===== config.mk =====
export PLATFORM = sky130hd
export DESIGN_NAME = reg_file_mp
export DESIGN_NICKNAME = d
export VERILOG_FILES = /design/src/rtl/regfile_pkg.sv /design/src/rtl/regfile_init_seq.sv /design/src/rtl/reg_file_mp.sv
export SDC_FILE = /design/constraint.sdc
export NUM_CORES = 1
export LEC_CHECK = 0
export CAP_MARGIN = 20
export CORE_ASPECT_RATIO = 1.75
export CORE_MARGIN = 2
export CORE_UTILIZATION = 60
export CTS_CLUSTER_SIZE = 25
export DETAILED_ROUTE_END_ITERATION = 6
export DONT_BUFFER_PORTS = 1
export PLACE_DENSITY = 0.76
export SLEW_MARGIN = 40
export SYNTH_ARGS = -nofsm -noshare
export SYNTH_HDL_FRONTEND = slang
export SYNTH_SLANG_ARGS = --single-unit

===== constraint.sdc =====
create_clock -name clk -period 5.7 [get_ports clk]
set_input_delay 1.14 -clock clk [delete_from_list [all_inputs] [get_ports clk]]
set_output_delay 1.14 -clock clk [all_outputs]
set_load 0.005 [all_outputs]

===== src/rtl/regfile_pkg.sv =====
`default_nettype none
// ============================================================================
// Module      : regfile_pkg
// Description : Shared types and default sizes for the multi-port register file.
// Revision    : 1.0 - initial release
// ============================================================================
package regfile_pkg;

   localparam int DEF_DATA_W = 8;
   localparam int DEF_ADDR_W = 4;

   typedef enum logic [0:0] {
      IDLE = 1'b0,
      INIT = 1'b1
   } state_e;

endpackage
`default_nettype wire


===== src/rtl/regfile_init_seq.sv =====
`default_nettype none
// ============================================================================
// Module      : regfile_init_seq
// Description : Walks every entry once, writing entry i with value i.
// Revision    : 1.0 - initial release
// ============================================================================
module regfile_init_seq
   import regfile_pkg::*;
#(
   parameter int DATA_W = DEF_DATA_W,
   parameter int ADDR_W = DEF_ADDR_W
) (
   input  logic              clk,
   input  logic              rst,
   input  logic              init_req,
   output logic              seq_we,
   output logic [ADDR_W-1:0] seq_addr,
   output logic [DATA_W-1:0] seq_data,
   output logic              busy,
   output logic              done
);

   localparam logic [ADDR_W-1:0] LAST_ADDR = {ADDR_W{1'b1}};

   state_e            state_q, state_d;
   logic [ADDR_W-1:0] cnt_q, cnt_d;
   logic              done_q, done_d;

   always_ff @(posedge clk or posedge rst) begin
      if (rst) begin
         state_q <= IDLE;
         cnt_q   <= '0;
         done_q  <= 1'b0;
      end else begin
         state_q <= state_d;
         cnt_q   <= cnt_d;
         done_q  <= done_d;
      end
   end

   always_comb begin
      state_d  = state_q;
      cnt_d    = cnt_q;
      done_d   = 1'b0;
      seq_we   = 1'b0;
      seq_addr = cnt_q;
      seq_data = DATA_W'(cnt_q);
      case (state_q)
         IDLE: begin
            if (init_req) begin
               state_d = INIT;
               cnt_d   = '0;
            end
         end
         INIT: begin
            // init_req is deliberately not examined here: no restart or extension
            seq_we = 1'b1;
            cnt_d  = cnt_q + 1'b1;
            if (cnt_q == LAST_ADDR) begin
               state_d = IDLE;
               done_d  = 1'b1;
            end
         end
         default: state_d = IDLE;
      endcase
   end

   assign busy = (state_q == INIT);
   assign done = done_q;

endmodule
`default_nettype wire


===== src/rtl/reg_file_mp.sv =====
`default_nettype none
// ============================================================================
// Module      : reg_file_mp
// Description : 1W/2R register file with registered reads and a reinit sequencer.
//               Optional write-through on reads: define REGFILE_BYPASS_EN.
// Revision    : 1.0 - initial release
// ============================================================================
module reg_file_mp
   import regfile_pkg::*;
#(
   parameter int DATA_W = DEF_DATA_W,
   parameter int ADDR_W = DEF_ADDR_W
) (
   input  logic              clk,
   input  logic              rst,
   input  logic              we,
   input  logic [ADDR_W-1:0] waddr,
   input  logic [DATA_W-1:0] wdata,
   input  logic [ADDR_W-1:0] raddr_a,
   output logic [DATA_W-1:0] rdata_a,
   input  logic [ADDR_W-1:0] raddr_b,
   output logic [DATA_W-1:0] rdata_b,
   input  logic              init_req,
   output logic              init_busy,
   output logic              init_done
);

   localparam int DEPTH = 2 ** ADDR_W;

   logic [DATA_W-1:0] mem_q [DEPTH];
   logic [DATA_W-1:0] mem_d [DEPTH];
   logic [DATA_W-1:0] rdata_a_q, rdata_a_d;
   logic [DATA_W-1:0] rdata_b_q, rdata_b_d;

   logic              seq_we;
   logic [ADDR_W-1:0] seq_addr;
   logic [DATA_W-1:0] seq_data;
   logic              seq_busy;
   logic              wr_acc;

   regfile_init_seq #(
      .DATA_W (DATA_W),
      .ADDR_W (ADDR_W)
   ) u_init_seq (
      .clk      (clk),
      .rst      (rst),
      .init_req (init_req),
      .seq_we   (seq_we),
      .seq_addr (seq_addr),
      .seq_data (seq_data),
      .busy     (seq_busy),
      .done     (init_done)
   );

   assign init_busy = seq_busy;
   assign wr_acc    = we && !seq_busy;

   always_comb begin
      mem_d = mem_q;
      if (seq_we) begin
         mem_d[seq_addr] = seq_data;
      end else if (wr_acc) begin
         mem_d[waddr] = wdata;
      end
   end

   // Sequencer writes are never forwarded; only accepted user writes bypass.
   always_comb begin
      rdata_a_d = mem_q[raddr_a];
      rdata_b_d = mem_q[raddr_b];
`ifdef REGFILE_BYPASS_EN
      if (wr_acc && (raddr_a == waddr)) rdata_a_d = wdata;
      if (wr_acc && (raddr_b == waddr)) rdata_b_d = wdata;
`endif
   end

   always_ff @(posedge clk or posedge rst) begin
      if (rst) begin
         for (int i = 0; i < DEPTH; i++) begin
            mem_q[i] <= DATA_W'(i);
         end
         rdata_a_q <= '0;
         rdata_b_q <= '0;
      end else begin
         mem_q     <= mem_d;
         rdata_a_q <= rdata_a_d;
         rdata_b_q <= rdata_b_d;
      end
   end

   assign rdata_a = rdata_a_q;
   assign rdata_b = rdata_b_q;

endmodule
`default_nettype wire


Yosys cells after proc, flatten, opt, wreduce, memory -nomap -nowiden

Index checks and enable logic that the tools add are counted.

Muxes and demuxes: 22
Equality and inequality tests: 2
$add $sub $neg: 1
Div/mod/pow operators: 0
Bitwise operators: 5
Multipliers: 0
Magnitude comparators: 6
Reduce and logical (&&, ||, !) cells: 5
Shifts and indexed selects: 0

Operators by type and width:

| kind                                                                 | number |
|---|---|
| 128-bit bitwise mux                                                  | 2 |
| 128-bit two-way mux                                                  | 2 |
| 8-bit binary-select mux with 4-bit select                            | 2 |
| 8-bit demux with 4-bit select                                        | 2 |
| 8-bit two-way mux                                                    | 6 |
| 5-bit greater-or-equal comparator, second input constant             | 4 |
| 4-bit inverter with 5-bit output                                     | 4 |
| 5-bit by 1-bit < comparator with 1-bit output, second input constant | 2 |
| 4-bit one-hot mux with 2 select lines                                | 1 |
| 1-bit two-way mux                                                    | 5 |
| 4-bit by 1-bit adder with 4-bit output, second input constant        | 1 |
| 4-bit == test, second input constant                                 | 1 |
| 4-bit two-way mux                                                    | 1 |
| 1-bit logical AND                                                    | 3 |
| 2-bit != test, second input constant                                 | 1 |
| 1-bit one-hot mux with 2 select lines                                | 1 |
| 2-bit nonzero test                                                   | 1 |
| 1-bit logical NOT                                                    | 1 |
| 1-bit inverter                                                       | 1 |

Bits in latches: 0
Memory bits (writable): 0
Register bits after elaboration: 150
Word-level logic and storage cells: 62
Output and inout bits: 18
Input bits: 24
Bits in read-only memories: 0
Memories kept: 0

Longest topological paths before layout

Gate-level depths: netlist of the first run.

Word-level depth: 8
Depth in mapped cells: 8
Depth with buffers taken out: 6

Modules after synthesis

A second synthesis of the first run with hierarchy kept.

Cell total of the unflattened synthesis: 856
Area total of the unflattened synthesis: 8902.3 um^2

Modules (own cells, without submodules):

| module           | cells an instance | area an instance (um^2) | instances | seq. area each (um^2) |
|---|---|---|---|---|
| reg_file_mp      | 821               | 8546.9                  | 1         | 3643.5 |
| regfile_init_seq | 35                | 355.3                   | 1         | 150.1 |

Worst setup path after synthesis of the first run

Ideal clock, no wire load.

Path type: input port to flip-flop
Start: input port raddr_a[0]
End: register rdata_a_q[2] (netlist: rdata_a[2])
Slack: 3157 ps
Stages on the path: 5
Arrival time: 2419 ps
Path buffers: 2
Required time: 5576 ps
Setup time: 124 ps
Path through: clkbuf_1 > buf_2 > mux4_2 > a22oi_1 > nand2_1

Cells in the longest elaborated chain, start to end: 4

Ends and longest elaborated chain:

| element                                                | RTL line          | RTL |
|---|---|---|
| start, declared                                        | reg_file_mp.sv:19 | `input logic [ADDR_W-1:0] raddr_a,` |
| 4-bit inverter with 5-bit output (not written as such) | reg_file_mp.sv:69 | `rdata_a_d = mem_q[raddr_a];` |
| 8-bit binary-select mux with 4-bit select              | reg_file_mp.sv:69 |  |
| 8-bit two-way mux (not written as such) (2 in a row)   | reg_file_mp.sv:69 |  |
| named net rdata_a_d[2]                                 | reg_file_mp.sv:32 | `logic [DATA_W-1:0] rdata_a_q, rdata_a_d;` |
| end signal, assigned                                   | reg_file_mp.sv:86 | `rdata_a_q <= rdata_a_d;` |
| end, declared                                          | reg_file_mp.sv:32 |  |

The timed path passes the listed nets, and every way through them passes these cells. The select of a mux whose other input is x is not followed.
A chain may end at the register's enable or synchronous reset.

Worst setup path after layout of the first run

Start: register u_init_seq.cnt_q[1] (netlist: u_init_seq.seq_addr[1])
End: register mem_q[25] (netlist bit)

Cells in the longest elaborated chain, start to end: 7
Elaborated cells on any way between the ends: 8
Classes of those cells: 2 x order compare; 4 x mux; 1 x bitwise; 1 x reduce/logical

Ends and longest elaborated chain:

| element                                                                                                                         | RTL line               | RTL |
|---|---|---|
| start, declared                                                                                                                 | regfile_init_seq.sv:26 | `logic [ADDR_W-1:0] cnt_q, cnt_d;` |
| start signal, assigned                                                                                                          | regfile_init_seq.sv:36 | `cnt_q <= cnt_d;` |
| 4-bit inverter with 5-bit output (not written as such)                                                                          | reg_file_mp.sv:61      | `mem_d[seq_addr] = seq_data;` |
| 5-bit greater-or-equal comparator (not written as such) / 5-bit by 1-bit < comparator with 1-bit output (equally long branches) | reg_file_mp.sv:61      |  |
| 1-bit logical AND (not written as such)                                                                                         | reg_file_mp.sv:61      |  |
| 8-bit two-way mux (not written as such)                                                                                         | reg_file_mp.sv:61      |  |
| 8-bit demux with 4-bit select                                                                                                   | reg_file_mp.sv:61      |  |
| 128-bit bitwise mux (*)                                                                                                         | reg_file_mp.sv:61      |  |
| 128-bit two-way mux (*)                                                                                                         | reg_file_mp.sv:60      | `if (seq_we) begin` |
| end signal, assigned by index                                                                                                   | reg_file_mp.sv:80      | `mem_q[i] <= DATA_W'(i);` |
| end signal, assigned                                                                                                            | reg_file_mp.sv:85      | `mem_q <= mem_d;` |
| end, declared                                                                                                                   | reg_file_mp.sv:30      | `logic [DATA_W-1:0] mem_q [DEPTH];` |

Every way passes the cells marked *; elsewhere a longest branch is shown, timed or not.

==> results of run 1 <==
-- power breakdown --
group	switching [mW]	internal (mW)	total, mW
clock	0.462	0.696	1.16
combinational	0.620	0.530	1.15
sequential	0.351	1.49	1.84
-- kinds of logic (layout without fill, tap and decap cells) --
family	count (synthesis)	after routing	share of synthesized area (%)
AOI/OAI and AO/OA	195	195	14.8
xor gates and xnor gates	2	2	0.215
adders and majority gates	4	4	0.615
buffers and inverters	83	51	4.26
DFF	150	150	46.6
muxes	80	80	19.7
and+or+nand+nor	246	246	13.9
-- worst reg2reg max path, delay by kind of cell (launching register included) --
| family | cells | cell delay [ps] |
|---|---|---|
| fa+ha+maj | 1 | 400 |
| simple gates | 1 | 560 |
| compound gates | 2 | 470 |
| flops | 1 | 640 |
| buf+inv | 1 | 390 |
-- state kept, by name, summed over array words and instances (netlist names) --
signal / flops
u_init_seq.seq_addr: 4
rdata_a: 8
mem_q: 128
u_init_seq.busy: 1
rdata_b: 8
u_init_seq.done: 1
-- layer usage --
layer  routed length (um)  vias to the layer above  part of all wire, %
li1                     -                     2731                    -
met1                 8360                     3353                   33
met2                12600                      569                   49
met3                 2740                      160                   11
met4                 1900                        0                  7.4
met5                    0                        -                    0
-- layout by cell type, fill, tap and decap left out, types with 7 or more instances in the layout --
cell type	count
dfstp_2	32
clkbuf_16	17
mux2i_1	16
nor3_1	8
a31oi_1	7
inv_1	15
nand2_1	111
nor2b_1	9
nand2b_1	7
dfrtp_1	118
nor2_1	27
nand3_1	54
mux4_2	64
a22oi_1	37
a21oi_1	24
o21ai_0	84
o211ai_1	7
-- worst max-delay path by stage --
stage | depth (start not counted) | start | to
3_3_place_gp | 4 | waddr[1] | mem_q[89]
2_1_floorplan | 1 | rst | mem_q[100]
4_1_cts | 5 | u_init_seq.seq_addr[1] | mem_q[25]
3_5_place_dp | 4 | waddr[1] | mem_q[89]
6_report | 5 | u_init_seq.seq_addr[1] | mem_q[25]
5_1_grt | 5 | u_init_seq.seq_addr[0] | mem_q[8]
-- final cells by class --
type,instances,area share (%)
inverter,17,0.816
clock buffer,19,5.07
tap,174,2.49
clock inverter,12,1.78
timing repair buffer,3,0.258
multi-input combinational,527,46.2
sequential,150,43.4
-- through the flow --
stage / total power [mW] / setup slack [ps] / hold slack (ps) / instance area (um2) / std cells
after floorplan: 2.61 / 577 / 454 / 8140 / 760
after global placement: 2.85 / 2820 / 463 / 8110 / 871
after detailed placement: 2.94 / 2770 / 468 / 8130 / 871
after CTS: 4.10 / 3150 / 479 / 8730 / 902
after global routing: 4.32 / 2910 / 495 / 8740 / 902
final: 4.15 / 3090 / 483 / 8740 / 902
==> metrics.cfg, run 1 <==
[final_layout]
final_nets = 744
drive_above_1_share_pct = 19.9
seq_area_um2 = 3790
post-route-util_pct = 65.6
fillers = 990
n_antenna_cell = 0
multi_input_comb_area_um2 = 4030
synthToLayoutAreaGrowth_pct = 7.30

[place]
io_buffer_count = 0
gp_congestion = 0.978
dp_hpwl_um = 16400

[worst_setup_path]
cp_slowest_stage_delay_ps = 640
cp-end-kind = flip-flop
crit_type = flip-flop to flip-flop
worst-path-max-fanout = 17
critPathSlowestCell = dfrtp_1
reg2reg_slack_ps = 3090
r2r_start = u_init_seq.seq_addr[1]
r2r-end = mem_q[25]
worst-path-buf-inv = 1
reg2reg_depth = 5
crit_path_cell_trace = inv_1, ha_1, nand4_1, o22ai_1, a31oi_2
crit_required_ps = 5990
critPathLaunchType = flip-flop
cp.arrival_ps = 2900
path_delay_family = flip-flops

[cts]
clk_pin_slew_ps = 70
cts-resized-gates = 0
cts_buffers = 17
insertion_delay_ps = 430
clk_path_buf_depth = 2
htreeDepth = 4
cts_tree = built
numClockSinks = 150
hold_buffers = 0
cts_setup_buffers = 0
cts_root_buffer = clkbuf_16

[logic_synthesis]
ys.warnings.count = 0
synth.area.top_cells = dfrtp_1 (36%), mux4_2 (18%), dfstp_2 (10%), o21ai_0 (5.2%), nand2_1 (5.1%)
syn_area_per_cell_um2 = 10.7
synth_edf_count = 0
synth_top_area_share_pct = 36.3
async_flop_share_pct = 100
synth_nets = 788
ys.flop_type = dfrtp_1
ys_types = 50
yosysMostFrequentCell = dfrtp_1
ys_ff_latch = 150
synthesis.instances = 760
synth-seq-area-share_pct = 46.6
synth_area_um2 = 8140
ys_top_cells_by_count = dfrtp_1 (118), nand2_1 (111), o21ai_0 (84), mux4_2 (64), nand3_1 (54)
yosys.area.top_type = dfrtp_1

[route]
wirelength_um = 25600
postRouteAntennaNets = 0
drtIter0Drc = 876
dr.pass1.iters = 7
via_per_inst = 7.55
vias = 6813
drc_errors = 6
wl_per_cell_um = 28.4

[global_routing]
gr-usage-all-layers_pct = 37.1
grt_pass1_vias = 6886
grt_use_met1_pct = 43.6
busiest_layer = met2
grt_remaining_overflow = 0
use_met3_pct = 9.14
use_met2_pct = 59.8
antenna_found_initial = 0
grt_start_max_net_pins = 102
grt_pass1_wl_um = 39500

[sta]
fin_skew_ps = 10.0
hold_viol = 0
rsz0062_at_grt = no
worst_pin_slew_ps = 968
drv_slew = 0
max_slew_margin_pct = 35.4
max_freq_mhz = 384
final.setup.tns_ps = 0
min_period_ps = 2610
period_share_pct = 45.7
setup_viol = 0

[min_path]
min_from = mem_q[74]
hp-class = flip-flop to flip-flop
whs_endpoint = mem_q[74]
hold_depth = 2

[flow_run]
cap_violations = 0

[die]
die_y_um = 158
dieArea_um2 = 14600
num_io_pins = 42
die-width_um = 92.1
rows = 56
core_area_um2 = 13300
floorplan.initialDensity_pct = 61.2

[pwr]
ir_drop_v = 0.000303
p_leak_nw = 3.52
powerDensity_nw_per_um2 = 475

[status]
violations = DRC
outcome = finished with violations

Power figures use the tool's default switching activity.
==> run 2: changes to the inputs <==
==> constraint.sdc (replaced) <==
create_clock -name clk -period 2.6 [get_ports clk]
set_input_delay 0.52 -clock clk [delete_from_list [all_inputs] [get_ports clk]]
set_output_delay 0.52 -clock clk [all_outputs]
set_load 0.005 [all_outputs]
==> metrics.cfg, run 2 (same netlist as run 1, synthesis figures left out) <==
[status]
outcome = finished clean

[pwr]
intPower_mw = 6.25
powerDensity_nw_per_um2 = 1050
ir_drop_v = 0.000505
pwr-share-comb_pct = 27.5
p_seq_share_pct = 43.2
switching_power_mw = 3.08
switching_share_pct = 33.1
power.total_mw = 9.33
p_clk_share_pct = 29.3
p_leak_nw = 3.62

[sta]
hold_viol = 0
fin_skew_ps = 10.0
min_period_ps = 2220
max_freq_mhz = 450
drv_slew = 0
period_share_pct = 85.5
max_slew_margin_pct = 37.9
worst_pin_slew_ps = 929
final.setup.tns_ps = 0
setup_viol = 0
rsz0062_at_grt = no
setup_ws_ps = 377

[final_layout]
stdcell_count = 914
final_common_cell = dfrtp_1
n_antenna_cell = 0
post-route-util_pct = 66.7
fillers = 954
final_nets = 756
synthToLayoutAreaGrowth_pct = 9.10
regMostFlops = mem_q
drive_above_1_share_pct = 19.7
largest_reg_flops = 128
layout_common_cells = dfrtp_1 (118), nand2_1 (111), o21ai_0 (84), mux4_2 (64), nand3_1 (54)

[worst_setup_path]
cp.arrival_ps = 2520
critPathLaunchType = flip-flop
critPathSlowestCell = nand3_1
crit_path_cell_trace = buf_4, nand3_1, nand3_1, o221ai_1
cp_slowest_stage_delay_ps = 560
worst-path-max-fanout = 51
crit_required_ps = 2890
crit_type = flip-flop to flip-flop
cp-end-kind = flip-flop
path_common_cell = nand3_1

[cts]
cts_buffers = 17
clk_path_buf_depth = 2
hold_buffers = 0
cts_root_buffer = clkbuf_16
cts_tree = built
insertion_delay_ps = 430
numClockSinks = 150
htreeDepth = 4
clk_pin_slew_ps = 60
cts-resized-gates = 0
cts_setup_buffers = 0

[die]
die_y_um = 158
die-width_um = 92.1
num_io_pins = 42
rows = 56
dieArea_um2 = 14600
core_area_um2 = 13300
floorplan.initialDensity_pct = 61.2

[route]
wirelength_um = 24900
dr.pass1.iters = 6
vias = 6818
drtIter0Drc = 746
wl_per_cell_um = 27.2
via_per_inst = 7.46
drc_errors = 0
postRouteAntennaNets = 0

[place]
placedCellCount = 882
io_buffer_count = 0
dp_hpwl_um = 16700
pre_cts_slack_ps = 489
gp_congestion = 0.909

[min_path]
hp-class = input port to async pin

[global_routing]
grt_pass1_wl_um = 38600
grt_pass1_vias = 6747
grt_start_max_net_pins = 151
grt_remaining_overflow = 0
gr-usage-all-layers_pct = 35.8
antenna_found_initial = 2

[flow_run]
cap_violations = 0

==> run 2: path summary, 6_finish.rpt <==
kind / to / slack [ps] / cells past startpoint / start
worst max-delay path: mem_q[112] / 380 / 4 / u_init_seq.busy
worst min-delay path: mem_q[45] / 10 / 2 / rst
worst max register to register: mem_q[112] / 380 / 4 / u_init_seq.busy
worst min register to register: mem_q[82] / 490 / 2 / mem_q[82]
max in group asynchronous: mem_q[82] / 1780 / 3 / rst
min in group clk: u_init_seq.seq_addr[1] / 190 / 1 / init_req
==> run 2: cell type report <==
class                      count  area [um2]  share of cell area [%]
tap                          174         218                    2.45
clock inverter                 8         173                    1.94
timing repair buffer          15         145                    1.63
clock buffer                  23         478                    5.38
sequential                   150        3790                    42.7
multi-input combinational    527        4010                    45.1
inverter                      17        67.6                   0.761
==> run 2: through the flow <==
stage,hold slack [ps],cell area [um2]
floorplan,454,8150
global placement,462,8200
detailed placement,470,8210
CTS,175,8860
global route,19.4,8880
finish,10.3,8880
==> run 2: power by group through the flow <==
stage	Sequential (mW)	Clock, mW	Combinational [mW]
floorplan	3.68	0	2.04
global placement	3.91	0	2.39
detailed placement	4.00	0	2.50
CTS	3.98	2.75	2.52
global route	4.09	2.84	2.76
finish	4.03	2.73	2.57
==> run 2: routing by layer <==
| layer | part of all wire (%) | GRT usage [%] |
|---|---|---|
| met1 | 33 | 41.5 |
| met2 | 49 | 58.8 |
| met3 | 9.0 | 7.85 |
| met4 | 8.7 | 25.9 |
| met5 | 0.052 | 0 |
==> run 2: critical path: cells and delay by family, from the launching register on <==
kind	cells	cell delay, ps
simple gates	2	900
flops	1	460
buf+inv	1	490
compound gates	1	240
==> run 3: changes to the inputs <==
--- a/config.mk
+++ b/config.mk
@@ -8,12 +8,11 @@
 export CAP_MARGIN = 20
 export CORE_ASPECT_RATIO = 1.75
 export CORE_MARGIN = 2
-export CORE_UTILIZATION = 60
+export CORE_UTILIZATION = 50
 export CTS_CLUSTER_SIZE = 25
 export DETAILED_ROUTE_END_ITERATION = 6
 export DONT_BUFFER_PORTS = 1
-export PLACE_DENSITY = 0.76
-export SLEW_MARGIN = 40
+export PLACE_DENSITY = 0.65
 export SYNTH_ARGS = -nofsm -noshare
 export SYNTH_HDL_FRONTEND = slang
 export SYNTH_SLANG_ARGS = --single-unit
==> metrics.cfg, run 3 (same netlist as run 1, synthesis figures left out) <==
[final_layout]
synthToLayoutAreaGrowth_pct = 8.56
final_nets = 762
largest_reg_flops = 128
n_antenna_cell = 0
regMostFlops = mem_q
layout_common_cells = dfrtp_1 (117), nand2_1 (111), o21ai_0 (84), mux4_2 (64), nand3_1 (54)
fillers = 1332
drive_above_1_share_pct = 20.7
final_common_cell = dfrtp_1

[place]
dp_hpwl_um = 16900
gp_congestion = 0.895
pre_cts_slack_ps = 548
io_buffer_count = 0

[route]
via_per_inst = 6.78
vias = 6350
dr.pass1.iters = 6
wirelength_um = 24300
drc_errors = 0
wl_per_cell_um = 25.9
postRouteAntennaNets = 0
drtIter0Drc = 549

[die]
die_y_um = 173
rows = 61
die-width_um = 100
floorplan.initialDensity_pct = 51.0
core_area_um2 = 16000
num_io_pins = 42
dieArea_um2 = 17400

[global_routing]
gr-usage-all-layers_pct = 29.3
grt_remaining_overflow = 0
grt_start_max_net_pins = 92
grt_pass1_vias = 6416
grt_pass1_wl_um = 37600
antenna_found_initial = 0

[worst_setup_path]
path_delay_family = simple AND/OR/NAND/NOR gates
worst-path-buf-inv = 1
cp.arrival_ps = 2370
crit_path_cell_trace = inv_1, ha_1, nand4_1, o22ai_1, a31oi_2
critPathLaunchType = flip-flop
critPathSlowestCell = nand4_1
cp_slowest_stage_delay_ps = 470
cp-end-kind = flip-flop
crit_required_ps = 2890
worst-path-max-fanout = 10
crit_type = flip-flop to flip-flop

[sta]
max_slew_margin_pct = 36.0
fin_skew_ps = 9.85
hold_viol = 0
worst_pin_slew_ps = 957
setup_ws_ps = 518
min_period_ps = 2080
setup_viol = 0
drv_slew = 0
rsz0062_at_grt = no
final.setup.tns_ps = 0
period_share_pct = 80.1
max_freq_mhz = 480

[min_path]
hp-class = input port to flip-flop

[cts]
hold_buffers = 1
clk_path_buf_depth = 2
cts_root_buffer = clkbuf_16
cts_tree = built
cts_setup_buffers = 0
numClockSinks = 150
htreeDepth = 4
insertion_delay_ps = 430
clk_pin_slew_ps = 70
cts_buffers = 17
cts-resized-gates = 0

[status]
outcome = finished clean

[pwr]
ir_drop_v = 0.000516
power.total_mw = 8.86
p_leak_nw = 3.61
powerDensity_nw_per_um2 = 1000

[flow_run]
cap_violations = 0

## run 3: changes by cell type in the layout (fill, tap and decap cells not counted), sizes merged
cell,previous run,this run
dlygate4sd3,0,1
bufinv,5,0
clkbuf,23,17
buf,15,20
clkinvlp,4,2
clkinv,1,7
inv,15,23
## run 3: final timing paths
| check | start | endpoint | slack (ps) | depth (start not counted) |
|---|---|---|---|---|
| min | init_req | u_init_seq.seq_addr[1] | 180 | 1 |
| max | u_init_seq.seq_addr[0] | mem_q[25] | 520 | 5 |
| min reg2reg | mem_q[19] | mem_q[19] | 480 | 2 |
| max in group asynchronous | rst | mem_q[42] | 1110 | 3 |
| min in group asynchronous | rst | rdata_b[6] | 600 | 2 |
| max reg2reg | u_init_seq.seq_addr[0] | mem_q[25] | 520 | 5 |
## run 3: power breakdown
group	internal, mW	switching [mW]
logic	1.21	1.35
clock network	1.27	1.12
registers	3.27	0.650
total	5.74	3.13
## run 3: final cells by class
type / count / area (um2) / share of cell area [%]
clock buffers: 17 / 425 / 4.81
clock inverters: 15 / 140 / 1.59
inverters: 17 / 67.6 / 0.764
multi-input cells: 527 / 4000 / 45.3
flip-flops and latches: 150 / 3790 / 42.9
well taps: 189 / 236 / 2.68
repair buffers: 21 / 173 / 1.95
## run 3: metal layers
layer  vias to the layer above  share of wire [%]  GRT usage (%)  wire, um
met2                       318                 53           50.1     12900
met4                         0                5.6           16.3      1360
met3                        85                6.2           4.73      1500
li1                       2776                  -              -         -
met1                      3171                 35           34.6      8500
met5                         -                  0              0         0
## run 3: stage by stage
step | hold WS [ps] | area, um2 | utilization [%] | std cells
global route | 173 | 8840 | 55.4 | 936
global placement | 447 | 8260 | 51.8 | 903
floorplan | 454 | 8150 | - | 760
CTS | 171 | 8840 | 55.4 | 936
finish | 182 | 8840 | 55.4 | 936
detailed placement | 454 | 8260 | 51.8 | 903
==> variant (config.mk and constraints of run 2) <==
The output `rdata_b` loses its register stage (`rdata_b_q` becomes a continuous assignment).
--- a/src/rtl/reg_file_mp.sv
+++ b/src/rtl/reg_file_mp.sv
@@ -81,11 +81,11 @@
          end
          rdata_a_q <= '0;
-         rdata_b_q <= '0;
       end else begin
          mem_q     <= mem_d;
          rdata_a_q <= rdata_a_d;
-         rdata_b_q <= rdata_b_d;
       end
    end
+
+   assign rdata_b_q = rdata_b_d;
 
    assign rdata_a = rdata_a_q;
Formal check against the unedited RTL: not equivalent (a bounded check fails within 4 cycles, from zero or initial values and one cycle with rst high).
==> variant against run 2 <==
Sequential cell count fell by 8. Worst setup slack got worse by 65 ps. Via count fell by 4.1%. Clock skew fell by 2.8 ps. Wire length fell by 3.1%. Synthesized area rose by 0.94%. Power fell by 4.0%. Design area rose by 0.80%. Non-clock buffer count rose by 5. Die area rose by 0.91%. Critical endpoint is now rdata_b[2]. Largest cell class unchanged. Largest power group unchanged. Highest routed layer is now met4.
==> variant: results (changes against run 2) <==
Run status
  • Status: finished clean

Drt
  • Wl on met1: 8.17 mm (+0.29%)
  • Vias: 6541 (-4.1%)
  • Metal2 WL: 12.8 mm (+3.6%)
  • Total Wirelength: 24.1 mm (-3.1%)
  • Met3 routed WL: 1.88 mm (-17%)
  • Top Metal Used: met4
  • DR iter-0 viols: 733 (-1.7%)
  • DRT Pass-1 Iters: 7 (+1)

Placed design
  • Hpwl dp: 16.8 mm (+0.87%)
  • Gp weighted congestion: 0.944 (+3.9%)
  • Placement Cell Area: 8310 um2 (+1.2%)
  • Placed cells: 870 (-1.4%)
  • Post-place setup slack: 457 ps (-31.7 ps)

Power
  • Sequential power share: 41.5% (-1.7 points)
  • Logic pwr share: 29.4% (+1.9 points)
  • Lkg Pwr: 3.75 nW (+3.7%)
  • P_sw: 3.02 mW (-2.1%)
  • Worst VDD drop: 0.583 mV (+16%)
  • PnR Total Power: 8.95 mW (-4.0%)

Finish
  • Num sequential: 142 (-5.3%)
  • Fillers: 967 (+1.4%)
  • Non-clk bufs: 20 (+5)
  • Sequential cell area share: 40.1% (-2.6 points)
  • Number of flip-flops in the largest register: 128 (unchanged)
  • Layout cells sized above 1: 22.9% (+3.2 points)
  • Clock buf count: 20 (-13%)
  • Inverters excl. clock: 21 (+4)
  • Post-layout util: 66.9% (+0.18 points)
  • Area of the multi-input gates: 4260 um2 (+6.1%)
  • Clock network share of area: 6.94% (-0.38 points)

Critical path
  • Crit. Startpoint: mem_q[42]
  • Slowest-stage cell, CP: mux4_2
  • Crit path capture: rdata_b[2]
  • Slowest stage delay, CP: 500 ps (-60 ps)
  • Critical path data arrival time: 1770 ps (-750 ps)
  • Cell family with most CP delay: multiplexers
  • Cells on worst reg2reg path: 5 (+1)
  • Worst Path Max Fanout: 3 (-94%)
  • R2R Setup Slk: 320 ps (-60 ps)
  • RR Endpoint: mem_q[24]

Logic synthesis
  • Ranking of synthesized cells by area: dfrtp_1, mux4_2, dfstp_2
  • Sequential fraction of the synthesis area: 43.7% (-2.9 points)
  • Syn_nets: 772 (-2.0%)
  • Synth cell types: 65 (+30%)

GRT
  • Antenna violations before repair: 0 (-2)
  • Met3 Use GR: 7.87% (+0.021 points)
  • Total GRT Usage: 34.6% (-1.2 points)
  • Met1 Track Usage GR: 41.0% (-0.46 points)
  • Met2 Use GR: 56.8% (-2.0 points)
  • Largest net degree at the start of global routing: 143 (-5.3%)
  • Vias in the first global route: 6946 (+2.9%)

STA
  • Layout Skew: 7.17 ps (-2.84 ps)
  • Worst slew pin tran: 795 ps (-134 ps)

CTS
  • Root Buffer: clkbuf_16

Die
  • Core ar.: 13400 um2 (+0.53%)
## variant: changes by cell type in the layout (fill, tap and decap cells not counted), moves of 5 or more
cell | before | now
a21oi_1 | 24 | 13
a22o_1 | 6 | 21
buf_4 | 13 | 18
dfrtp_1 | 118 | 109
mux2_1 | 0 | 6
mux2i_1 | 16 | 23
nand2_1 | 111 | 87
nand3_1 | 54 | 44
o211ai_1 | 7 | 2
o21ai_0 | 84 | 40
o21ai_1 | 4 | 31
o22ai_1 | 5 | 14
## variant: cells by family (layout without fill, tap and decap cells)
| logic type | after synthesis | count (layout) | share of synthesized area (%) |
|---|---|---|---|
| flip-flops | 142 | 142 | 43.7 |
| AND/OR/NAND/NOR | 218 | 218 | 13.4 |
| XOR/XNOR | 2 | 2 | 0.213 |
| multiplexers | 95 | 95 | 21.5 |
| buffers and inverters | 88 | 72 | 4.66 |
| adder cells (fa/ha/maj) | 4 | 4 | 0.609 |
| AO/OA/AOI/OAI | 195 | 195 | 15.9 |
